$ cat src/rtl/bus_arbiter_pkg.sv
// rtl/bus_arbiter_pkg.sv - shared widths, defaults and FSM encoding for the bus arbiter
package bus_arbiter_pkg;

    localparam int INST_ADDR_BUS_W = 32;
    localparam int REG_BUS_W       = 32;
    localparam int WAIT_MAX_DEF    = 255;

    localparam logic [3:0] SEL_WORD = 4'b1111;

    typedef enum logic [1:0] {
        ARB_IDLE  = 2'd0,
        ARB_IF    = 2'd1,
        ARB_MEM   = 2'd2,
        ARB_DRAIN = 2'd3
    } arb_state_e;

endpackage

$ cat src/rtl/bus_wdt.sv
// rtl/bus_wdt.sv - bus wait counter; flags the last tolerated un-acked cycle of a transfer
module bus_wdt
    import bus_arbiter_pkg::*;
#(
    parameter int WAIT_MAX = WAIT_MAX_DEF
) (
    input  logic clk,
    input  logic rst,
    input  logic clr,
    input  logic run,
    output logic expired
);

    localparam int CNT_W = $clog2(WAIT_MAX + 1);

    logic [CNT_W-1:0] cnt_q;

    // Fires in the WAIT_MAX-th waiting cycle so the request is high exactly WAIT_MAX cycles.
    assign expired = run && (cnt_q == CNT_W'(WAIT_MAX - 1));

    always_ff @(posedge clk) begin
        if (rst || clr) begin
            cnt_q <= '0;
        end else if (run) begin
            cnt_q <= cnt_q + 1'b1;
        end
    end

endmodule

$ cat src/rtl/bus_arbiter.sv
// rtl/bus_arbiter.sv - shares one memory bus between instruction fetch and MEM-stage data access
module bus_arbiter
    import bus_arbiter_pkg::*;
#(
    parameter int ADDR_W   = INST_ADDR_BUS_W,
    parameter int DATA_W   = REG_BUS_W,
    parameter int WAIT_MAX = WAIT_MAX_DEF
) (
    input  logic              clk,
    input  logic              rst,
    input  logic              if_ce_i,
    input  logic [ADDR_W-1:0] if_addr_i,
    output logic [DATA_W-1:0] if_inst_o,
    output logic              if_stallreq_o,
    output logic              if_err_o,
    input  logic              flush_i,
    input  logic              mem_ce_i,
    input  logic              mem_we_i,
    input  logic [3:0]        mem_sel_i,
    input  logic [ADDR_W-1:0] mem_addr_i,
    input  logic [DATA_W-1:0] mem_wdata_i,
    output logic [DATA_W-1:0] mem_rdata_o,
    output logic              mem_stallreq_o,
    output logic              mem_err_o,
    output logic              bus_req_o,
    output logic              bus_we_o,
    output logic [3:0]        bus_sel_o,
    output logic [ADDR_W-1:0] bus_addr_o,
    output logic [DATA_W-1:0] bus_wdata_o,
    input  logic              bus_ack_i,
    input  logic [DATA_W-1:0] bus_rdata_i
);

    arb_state_e        state_q, state_d;
    logic              fbuf_valid_q;
    logic [ADDR_W-1:0] fbuf_addr_q;
    logic              if_done_q, mem_done_q;
    logic              fbuf_hit;
    logic              start_if, start_mem;
    logic              if_fin, mem_fin, if_abort, mem_abort;
    logic              wdt_run, wdt_clr, wdt_expired;

    assign fbuf_hit       = fbuf_valid_q && (fbuf_addr_q == if_addr_i);
    assign if_stallreq_o  = if_ce_i & ~fbuf_hit & ~if_done_q;
    assign mem_stallreq_o = mem_ce_i & ~mem_done_q;

    assign wdt_run = (state_q != ARB_IDLE) && !bus_ack_i;
    assign wdt_clr = (state_d == ARB_IDLE);

    bus_wdt #(.WAIT_MAX(WAIT_MAX)) u_wdt (
        .clk     (clk),
        .rst     (rst),
        .clr     (wdt_clr),
        .run     (wdt_run),
        .expired (wdt_expired)
    );

    always_comb begin
        state_d   = state_q;
        start_if  = 1'b0;
        start_mem = 1'b0;
        if_fin    = 1'b0;
        mem_fin   = 1'b0;
        if_abort  = 1'b0;
        mem_abort = 1'b0;
        case (state_q)
            ARB_IDLE: begin
                // MEM holds the older instruction, so it wins over IF.
                if (mem_ce_i && !mem_done_q) begin
                    start_mem = 1'b1;
                    state_d   = ARB_MEM;
                end else if (if_ce_i && !fbuf_hit && !if_done_q && !flush_i) begin
                    start_if = 1'b1;
                    state_d  = ARB_IF;
                end
            end
            ARB_IF: begin
                // A flush coinciding with completion discards the data like a drain would.
                if (bus_ack_i) begin
                    if_fin  = !flush_i;
                    state_d = ARB_IDLE;
                end else if (wdt_expired) begin
                    if_abort = !flush_i;
                    state_d  = ARB_IDLE;
                end else if (flush_i) begin
                    state_d = ARB_DRAIN;
                end
            end
            ARB_MEM: begin
                if (bus_ack_i) begin
                    mem_fin = 1'b1;
                    state_d = ARB_IDLE;
                end else if (wdt_expired) begin
                    mem_abort = 1'b1;
                    state_d   = ARB_IDLE;
                end
            end
            ARB_DRAIN: begin
                if (bus_ack_i || wdt_expired) begin
                    state_d = ARB_IDLE;
                end
            end
            default: state_d = ARB_IDLE;
        endcase
    end

    always_ff @(posedge clk) begin
        if (rst) begin
            state_q      <= ARB_IDLE;
            fbuf_valid_q <= 1'b0;
            fbuf_addr_q  <= '0;
            if_done_q    <= 1'b0;
            mem_done_q   <= 1'b0;
            if_err_o     <= 1'b0;
            mem_err_o    <= 1'b0;
            if_inst_o    <= '0;
            mem_rdata_o  <= '0;
            bus_req_o    <= 1'b0;
            bus_we_o     <= 1'b0;
            bus_sel_o    <= '0;
            bus_addr_o   <= '0;
            bus_wdata_o  <= '0;
        end else begin
            state_q    <= state_d;
            if_done_q  <= if_fin || if_abort;
            mem_done_q <= mem_fin || mem_abort;
            if_err_o   <= if_abort;
            mem_err_o  <= mem_abort;
            if (flush_i) begin
                fbuf_valid_q <= 1'b0;
            end
            if (if_fin) begin
                if_inst_o    <= bus_rdata_i;
                fbuf_addr_q  <= bus_addr_o;
                fbuf_valid_q <= 1'b1;
            end
            if (if_abort) begin
                if_inst_o <= '0;
            end
            if (mem_fin) begin
                mem_rdata_o <= bus_rdata_i;
            end
            if (start_mem) begin
                bus_req_o   <= 1'b1;
                bus_we_o    <= mem_we_i;
                bus_sel_o   <= mem_sel_i;
                bus_addr_o  <= mem_addr_i;
                bus_wdata_o <= mem_wdata_i;
            end else if (start_if) begin
                bus_req_o   <= 1'b1;
                bus_we_o    <= 1'b0;
                bus_sel_o   <= SEL_WORD;
                bus_addr_o  <= if_addr_i;
                bus_wdata_o <= '0;
            end else if (state_q != ARB_IDLE && state_d == ARB_IDLE) begin
                bus_req_o   <= 1'b0;
                bus_we_o    <= 1'b0;
                bus_sel_o   <= '0;
                bus_addr_o  <= '0;
                bus_wdata_o <= '0;
            end
        end
    end

endmodule

$ cat config.mk
export PLATFORM = sky130hd
export DESIGN_NAME = bus_arbiter
export DESIGN_NICKNAME = d
export VERILOG_FILES = /design/src/rtl/bus_arbiter_pkg.sv /design/src/rtl/bus_wdt.sv /design/src/rtl/bus_arbiter.sv
export SDC_FILE = /design/constraint.sdc
export NUM_CORES = 1
export LEC_CHECK = 0
export ABC_AREA = 1
export BUFFER_PORTS_ARGS = -buffer_cell sky130_fd_sc_hd__clkbuf_2
export CAP_MARGIN = 20
export CORE_MARGIN = 10
export CORE_UTILIZATION = 54
export DETAILED_ROUTE_END_ITERATION = 12
export PLACE_DENSITY = 0.95
export SYNTH_ARGS = -nofsm -noshare
export SYNTH_HDL_FRONTEND = slang
export SYNTH_SLANG_ARGS = --single-unit
$ cat constraint.sdc
create_clock -name clk -period 2.82 [get_ports clk]
set_input_delay 0.564 -clock clk [delete_from_list [all_inputs] [get_ports clk]]
set_output_delay 0.564 -clock clk [all_outputs]
set_load 0.005 [all_outputs]
== After elaboration in Yosys (flattened, before gate mapping) ==
Index checks and enable logic that the tools add are counted.

* Memories: 0
* Bits in writable memories: 0
* Input bits: 139
* Bits in read-only memories: 0
* Bits in latches: 0
* Register bits: 181

* Order comparisons: 0
* Add/sub/neg operators: 1
* Bitwise gates (word level): 6
* Shifts and indexed selects: 0
* $mul: 0
* Div/mod/pow operators: 0
* Mux-type cells: 39
* Reduce and logical (&&, ||, !) cells: 23
* Eq/ne operators: 5

{| class="wikitable"
|+ Operators with widths
! operator !! number
|-
| 32-bit two-way mux || 5
|-
| 32-bit == test || 1
|-
| 1-bit two-way mux || 22
|-
| 2-bit two-way mux || 8
|-
| 4-bit two-way mux || 3
|-
| 8-bit by 1-bit adder with 8-bit output (second input constant) || 1
|-
| 8-bit == test (second input constant) || 1
|-
| 1-bit logical AND || 8
|-
| 2-bit one-hot mux with 4 select lines || 1
|-
| 1-bit logical NOT || 5
|-
| 2-bit == test (second input constant) || 2
|-
| 2-bit logical NOT || 2
|-
| 1-bit logical OR || 4
|-
| 2-bit nonzero test || 2
|-
| 1-bit AND || 3
|-
| 1-bit NOT || 3
|-
| 3-bit nonzero test || 1
|-
| 2-bit by 1-bit == test with 1-bit output (second input constant) || 1
|-
| 2-bit OR reduction || 1
|}

== Depth between registers and ports, before layout ==
Gate-level depths: netlist of the first run.

* Word-level depth: 14
* Gate-level depth with buffers: 16
* Gate-level depth less buffers: 15

== By module ==
A second synthesis of the first run with hierarchy kept.

* Cell total of the unflattened synthesis: 1,034
* Area total of the unflattened synthesis: 7,878.8 µm²

{| class="wikitable"
|+ By module, submodules not included
! module !! area an instance (µm²) !! times used !! sequential area each (µm²) !! cells each
|-
| bus_arbiter || 7,484.7 || 1 || 3,463.3 || 982
|-
| bus_wdt || 394.1 || 1 || 160.2 || 52
|}

== Worst setup path before layout of the first run ==
No wires, ideal clock.

* Path kind: input port to output port
* Start: input if_addr_i[27]
* End: output if_stallreq_o
* Data arrival time: 1.478 ns
* Path slack: 0.778 ns
* Required time: 2.256 ns
* Stages: 11
* Path buffers: 1
* Cell sequence: inv_1 nand2_1 nand2_1 inv_1 nand2_1 nor2_1 nand2_1 nor2_1 nand3_2 clkbuf_1 and2_1

* Cells in the longest elaborated chain, start to end: 5

{| class="wikitable"
|+ Ends and longest elaborated chain
! what !! line !! RTL
|-
| from (decl) || bus_arbiter.sv:12 || <nowiki>input logic [ADDR_W-1:0] if_addr_i,</nowiki>
|-
| 32-bit == test || bus_arbiter.sv:43 || <nowiki>assign fbuf_hit = fbuf_valid_q && (fbuf_addr_q == if_addr_i);</nowiki>
|-
| 1-bit logical AND || bus_arbiter.sv:43 ||
|-
| 1-bit NOT || bus_arbiter.sv:44 || <nowiki>assign if_stallreq_o = if_ce_i & ~fbuf_hit & ~if_done_q;</nowiki>
|-
| 1-bit AND (2 in series) || bus_arbiter.sv:44 ||
|-
| to (decl) || bus_arbiter.sv:14 || <nowiki>output logic if_stallreq_o,</nowiki>
|}

No other way between the ends.

== Worst setup path in the final report of the first run ==
* Start: register fbuf_addr_q[26]
* End: output if_stallreq_o

* Cells in the longest elaborated chain, start to end: 5

{| class="wikitable"
|+ Ends and longest elaborated chain
! what !! line !! RTL
|-
| from (decl) || bus_arbiter.sv:36 || <nowiki>logic [ADDR_W-1:0] fbuf_addr_q;</nowiki>
|-
| from (signal assigned) || bus_arbiter.sv:134 || <nowiki>fbuf_addr_q <= bus_addr_o;</nowiki>
|-
| 32-bit == test || bus_arbiter.sv:43 ||
|-
| 1-bit logical AND || bus_arbiter.sv:43 ||
|-
| 1-bit NOT || bus_arbiter.sv:44 ||
|-
| 1-bit AND (2 in series) || bus_arbiter.sv:44 ||
|}

No other way between the ends.

==> flow_summary.yaml, run 1 <==
floorplan:
  start_util_pct: 55.5
  coreArea_sq_mm: 0.0146
  fp-row-count: 44
  ioPinCount: 277
  die_x_um: 142
  die_h_um: 142
  die_area_sq_mm: 0.0203
logic_synthesis:
  synth_top_cell_area_share_pct: 44.8
  synth.largest_area_cell: "dfxtp_1"
  yosys_warnings: 0
  syn_avg_cell_area_sq_um: 7.08
  synthMostInstantiatedCell: "nand2_1"
  ys_ff_latch: 181
  syn_inst: 1143
  synth_cell_types: 32
  synth.area.top_cells: "dfxtp_1 45%, nand2_1 14%, a21oi_1 8.1%"
  synth_commonest_cells: "303 x nand2_1, 181 x dfxtp_1, 146 x inv_1, 131 x a21oi_1, 100 x nor2_1"
  seq_area_frac_synth_pct: 44.8
  synth_edf_count: 0
  synthArstFlopShare_pct: 0
  synth_flop_cell: "dfxtp_1"
  syn_nets: 1284
  synthesis.area_sq_mm: 0.00809
clock_tree:
  htreeDepth: 4
  cts_buffers: 17
  cts_setup_buffers: 0
  clock_latency_ps: 420
  clk_pin_slew_ps: 70
  cts_root_buf: "clkbuf_16"
  cts_tree: "yes"
  holdBufCountCts: 0
  clock_path_buffers: 2
  cts.repair.resized: 0
  clock_sinks: 181
drt:
  drt_iter0_drc: 628
  drtAntennaViolNets: 0
  drtPass1Iterations: 6
  wire_per_inst_um: 16.1
  drcViolationCount: 0
  viasPerCell: 5.32
  vias: 8398
  routed_wl_um: 25400
min_path:
  min_path_cells: 3
  holdCritPathClass: "in -> reg"
  whs_endpoint: "bus_wdata_o[11]"
  hp-start: "mem_wdata_i[11]"
setup_path:
  crit_type: "reg -> out"
  cp_common_cell: "nand2_1"
  cp_cell_sequence: "inv_1 -> nand2_1 -> nand2_1 -> nand2_1 -> nor2_1 -> nand2_1 -> nor2_1 -> nand3_2 -> and2_1 -> clkbuf_2"
  cp-end-kind: "primary output"
  r2r_cells: 12
  reg2reg_to: "u_wdt.cnt_q[2]"
  slowest_stage: "dfxtp_1"
  worstPathMaxFanout: 5
  arrival_ps: 1830
  worst-r2r-setup-slack_ps: 500
  start_kind: "register"
  crit_path_max_incr_delay_ps: 310
  critPathRequiredTime_ps: 2260
  r2r-start: "u_wdt.cnt_q[0]"
power_and_ir_drop:
  p_clk_share_pct: 39.7
  ir_worst_vdd_uv: 411
  intPower_uw: 4490
  power_frac_comb_pct: 15.1
  pwr_density_cell_mw_per_mm2: 605
  switchingPower_uw: 1680
  swShare_pct: 27.2
  leakage_uw: 0.00488
  p_seq_share_pct: 45.2
sta:
  min_period_over_period_pct: 85.0
  fin_crit_ps: 2400
  fin_tns_setup_ps: 0
  whs_ps: 375
  rsz0062_at_grt: "no"
  worstMarginPinSlew_ps: 707
  hold_viol: 0
  max_freq_mhz: 417
  slew_headroom_pct: 52.9
  setup_viol: 0
  slew_violations: 0
  fin_skew_ps: 10.1
layout:
  area_growth_pct: 26.1
  finalNonFillerCells: 1579
  nets: 1524
  fillers: 1186
  fin_util_pct: 70.0
  fin_area_sq_mm: 0.0102
  diodes: 0
  drive_above_1_share_pct: 25.2
placement:
  place_congestion: 0.894
  dp.cells: 1547
  place_hpwl_um: 18200
  io_buffers: 276
  place_area_sq_mm: 0.00957
global_routing:
  grtUsageTotal_pct: 23.9
  grt_antenna_before_repair: 1
  overflow: 0
  grt_pass1_vias: 8006
  grt_max_degree: 65
  grt_pass1_wl_um: 40100
status:
  status: "finished clean"
job:
  drv_cap: 0
power groups by stage:
stage / combinational (uW) / clock [uW] / sequential [uW]
after CTS: 933 / 2480 / 2790
after global placement: 903 / 0 / 2840
final: 935 / 2450 / 2790
after floorplan: 530 / 0 / 2840
after global routing: 1050 / 2600 / 2810
after detailed placement: 925 / 0 / 2850
cell families after synthesis:
logic type	after synthesis	synth area share, %
xor+xnor	14	1.51
flops	181	44.8
fa+ha+maj	2	0.309
buf+inv	230	11.7
simple gates	462	23.6
compound gates	254	18.1
metal layers:
layer,GRT usage [%],part of all wire [%],vias to the layer above
li1,-,-,4165
met1,28.6,39,3825
met2,38.9,49,357
met3,7.64,9.7,51
met4,9.53,2.3,0
met5,0,0,-
worst max-delay path: cells and delay by family, from the launching register on:
family | cells | cell delay (ps)
AND/OR/NAND/NOR | 8 | 900
flip-flops | 1 | 310
buffers and inverters | 2 | 190
worst max path at each step:
stage                                from        endpoint  slack, ps
after global routing       u_wdt.cnt_q[0]  u_wdt.cnt_q[2]        240
after detailed placement    if_addr_i[26]  u_wdt.cnt_q[2]        400
after floorplan             if_addr_i[27]   if_stallreq_o        780
after CTS                 fbuf_addr_q[26]   if_stallreq_o        410
final                     fbuf_addr_q[26]   if_stallreq_o        420
after global placement      if_addr_i[26]  u_wdt.cnt_q[2]        440
area by class of cell:
cell class,count,area [sq um],share of cell area [%]
flip-flops and latches,181,3620,35.5
clock buffers,18,439,4.30
clock inverters,13,171,1.68
multi-input cells,732,3560,34.9
well taps,184,230,2.25
repair buffers,300,1620,15.9
inverters,151,567,5.55
layout by cell type, fill, tap and decap left out, types with 4 or more instances in the layout:
master,instances
o2111ai_1,47
xnor2_1,8
nand3_2,4
dfxtp_1,181
a21oi_1,131
inv_6,5
buf_4,20
nand3_1,7
nor2_1,99
o21ai_0,73
nand4_1,36
clkbuf_2,276
xor2_1,6
inv_2,5
inv_1,146
nand2_1,302
clkbuf_16,17
state kept, by name (all words and copies together), names as in the netlist:
register      count
bus_addr_o       32
bus_req_o         1
bus_sel_o         4
bus_wdata_o      32
bus_we_o          1
fbuf_addr_q      32
fbuf_valid_q      1
if_done_q         1
if_err_o          1
if_inst_o        32
mem_done_q        1
mem_err_o         1
mem_rdata_o      32
state_q           2
u_wdt.cnt_q       8
through the flow:
stage / setup WS [ps] / power, uW
2_1_floorplan: 778 / 3370
3_3_place_gp: 439 / 3740
3_5_place_dp: 402 / 3770
4_1_cts: 414 / 6200
5_1_grt: 244 / 6450
6_report: 422 / 6170
No activity file was read; power rests on OpenSTA's default activity.
==> run 2, diff against run 1 <==
--- a/config.mk
+++ b/config.mk
@@ -8,10 +8,12 @@
 export ABC_AREA = 1
 export BUFFER_PORTS_ARGS = -buffer_cell sky130_fd_sc_hd__clkbuf_2
 export CAP_MARGIN = 20
+export CELL_PAD_IN_SITES_DETAIL_PLACEMENT = 2
+export CELL_PAD_IN_SITES_GLOBAL_PLACEMENT = 2
 export CORE_MARGIN = 10
-export CORE_UTILIZATION = 54
+export CORE_UTILIZATION = 27
 export DETAILED_ROUTE_END_ITERATION = 12
-export PLACE_DENSITY = 0.95
+export PLACE_DENSITY = 0.92
 export SYNTH_ARGS = -nofsm -noshare
 export SYNTH_HDL_FRONTEND = slang
 export SYNTH_SLANG_ARGS = --single-unit
==> constraint.sdc (replaced) <==
create_clock -name clk -period 2.4 [get_ports clk]
set_input_delay 0.48 -clock clk [delete_from_list [all_inputs] [get_ports clk]]
set_output_delay 0.48 -clock clk [all_outputs]
set_load 0.005 [all_outputs]
==> run 2 against run 1 <==
Total power grew 24%. Critical path depth grew 1. Setup slack lost 270 ps. Sequential power grew 18%. Hold slack lost 110 ps. Via count grew 3.6%. Global-route usage shrank 5.3 points. Combinational power grew 27%. Sequential share of layout area shrank 1.2 points. Final cell count grew 14%. Critical endpoint unchanged. Largest cell class unchanged. Largest power group unchanged.
==> flow_summary.yaml, run 2 (synthesis results as in run 1) <==
sta:
  fin_crit_ps: 2250
  hold_viol: 0
  whs_ps: 268
  min_period_over_period_pct: 93.8
  max_freq_mhz: 444
  slew_headroom_pct: 56.4
  fin_skew_ps: 14.7
  slew_violations: 0
  setup_viol: 0
  worstMarginPinSlew_ps: 654
drt:
  viasPerCell: 4.85
  vias: 8700
  drtAntennaViolNets: 0
  drtPass1Iterations: 4
  drt_iter0_drc: 325
  routed_wl_um: 35000
  wire_per_inst_um: 19.5
  drcViolationCount: 0
power_and_ir_drop:
  finalPower_uw: 7640
  power_frac_comb_pct: 15.6
  p_clk_share_pct: 41.4
  intPower_uw: 5490
  swShare_pct: 28.1
  ir_worst_vdd_uv: 467
  switchingPower_uw: 2150
  leakage_uw: 0.00493
  p_seq_share_pct: 43.0
  pwr_density_cell_mw_per_mm2: 722
min_path:
  min_path_cells: 3
  holdCritPathClass: "in -> reg"
  hp-start: "mem_wdata_i[25]"
placement:
  dp.cells: 1757
  io_buffers: 276
  place_congestion: 0.774
  place_hpwl_um: 25800
  place_area_sq_mm: 0.00988
setup_path:
  cp-end-kind: "primary output"
  arrival_ps: 1770
  r2r-start: "u_wdt.cnt_q[0]"
  r2r_cells: 13
  crit_type: "reg -> out"
  worstPathMaxFanout: 2
  critPathRequiredTime_ps: 1920
  startpoint: "fbuf_addr_q[13]"
  start_kind: "register"
layout:
  fin_util_pct: 35.7
  finalNonFillerCells: 1793
  area_growth_pct: 30.7
  final_cell_mix: "301 x nand2_1, 275 x clkbuf_2, 179 x dfxtp_1"
  nets: 1530
  mostFrequentLayoutCell: "nand2_1"
  drive_above_1_share_pct: 26.0
  fin_area_sq_mm: 0.0106
floorplan:
  die_area_sq_mm: 0.0373
  start_util_pct: 27.3
  die_h_um: 193
  ioPinCount: 277
  fp-row-count: 63
  die_x_um: 193
  coreArea_sq_mm: 0.0296
global_routing:
  grt_pass1_wl_um: 54500
  grt_util_met2_pct: 31.6
  grt_pass1_vias: 9561
  grt_max_degree: 68
  use_met3_pct: 4.69
  grtUsageTotal_pct: 18.5
  grt_antenna_before_repair: 2
  overflow: 0
  met1_usage_pct: 21.9
  busiest_layer: "met2"
job:
  drv_cap: 0
status:
  status: "finished clean"
clock_tree:
  htreeDepth: 4
  cts_tree: "yes"
  cts_buffers: 17
  cts_root_buf: "clkbuf_16"
  clock_path_buffers: 2
  holdBufCountCts: 0
  clk_pin_slew_ps: 80
  clock_latency_ps: 450
  clock_sinks: 181
==> run 2: critical path: stages (launching register included) <==
cell	delay (ps)
dfxtp_1	330
inv_1	50
nand2_1	50
nand2_1	50
inv_1	50
nand2_1	100
nor2_2	130
nand2_1	80
nor2_2	100
nand3_2	90
and2_4	160
buf_2	130
==> run 2: worst paths after layout <==
path,to,slack (ps)
hold / removal,bus_wdata_o[25],270
hold reg to reg,mem_rdata_o[8],450
setup reg to reg,bus_addr_o[8],230
setup / recovery,if_stallreq_o,150
==> run 2: repair_timing <==
item / CTS / global route
pin swaps: 0 / 6
buffers inserted: 1 / 2
setup endpoints to repair: 1 / 39
resized for setup: 2 / 10
==> run 2: final cells by class <==
cell class | count | area, sq um
Fill cell | 3615 | 19100
Sequential cell | 181 | 3630
Multi-Input combinational cell | 732 | 3580
Timing Repair Buffer | 306 | 1660
Inverter | 151 | 567
Tap cell | 390 | 488
Clock buffer | 19 | 443
Clock inverter | 11 | 199
Antenna cell | 3 | 7.51
==> run 2: power by group through the flow <==
stage	sequential (uW)	clock [uW]	combinational [uW]
global route	3310	3400	1350
global placement	3340	0	1140
CTS	3290	3260	1210
floorplan	3340	0	623
detailed placement	3360	0	1200
finish	3290	3160	1190
==> run 2: through the flow <==
stage	setup WS [ps]	setup TNS, ps
3_5_place_dp	-65.2	-977
5_1_grt	-3.57	-3.57
4_1_cts	4.79	0
2_1_floorplan	526	0
3_3_place_gp	111	0
6_report	149	0
==> run 2: per-layer routing <==
layer  vias up  share of wire (%)
li1       4175                  -
met1      4277                 42
met2       195                 50
met3        53                5.5
met4         0                2.9
met5         -                  0
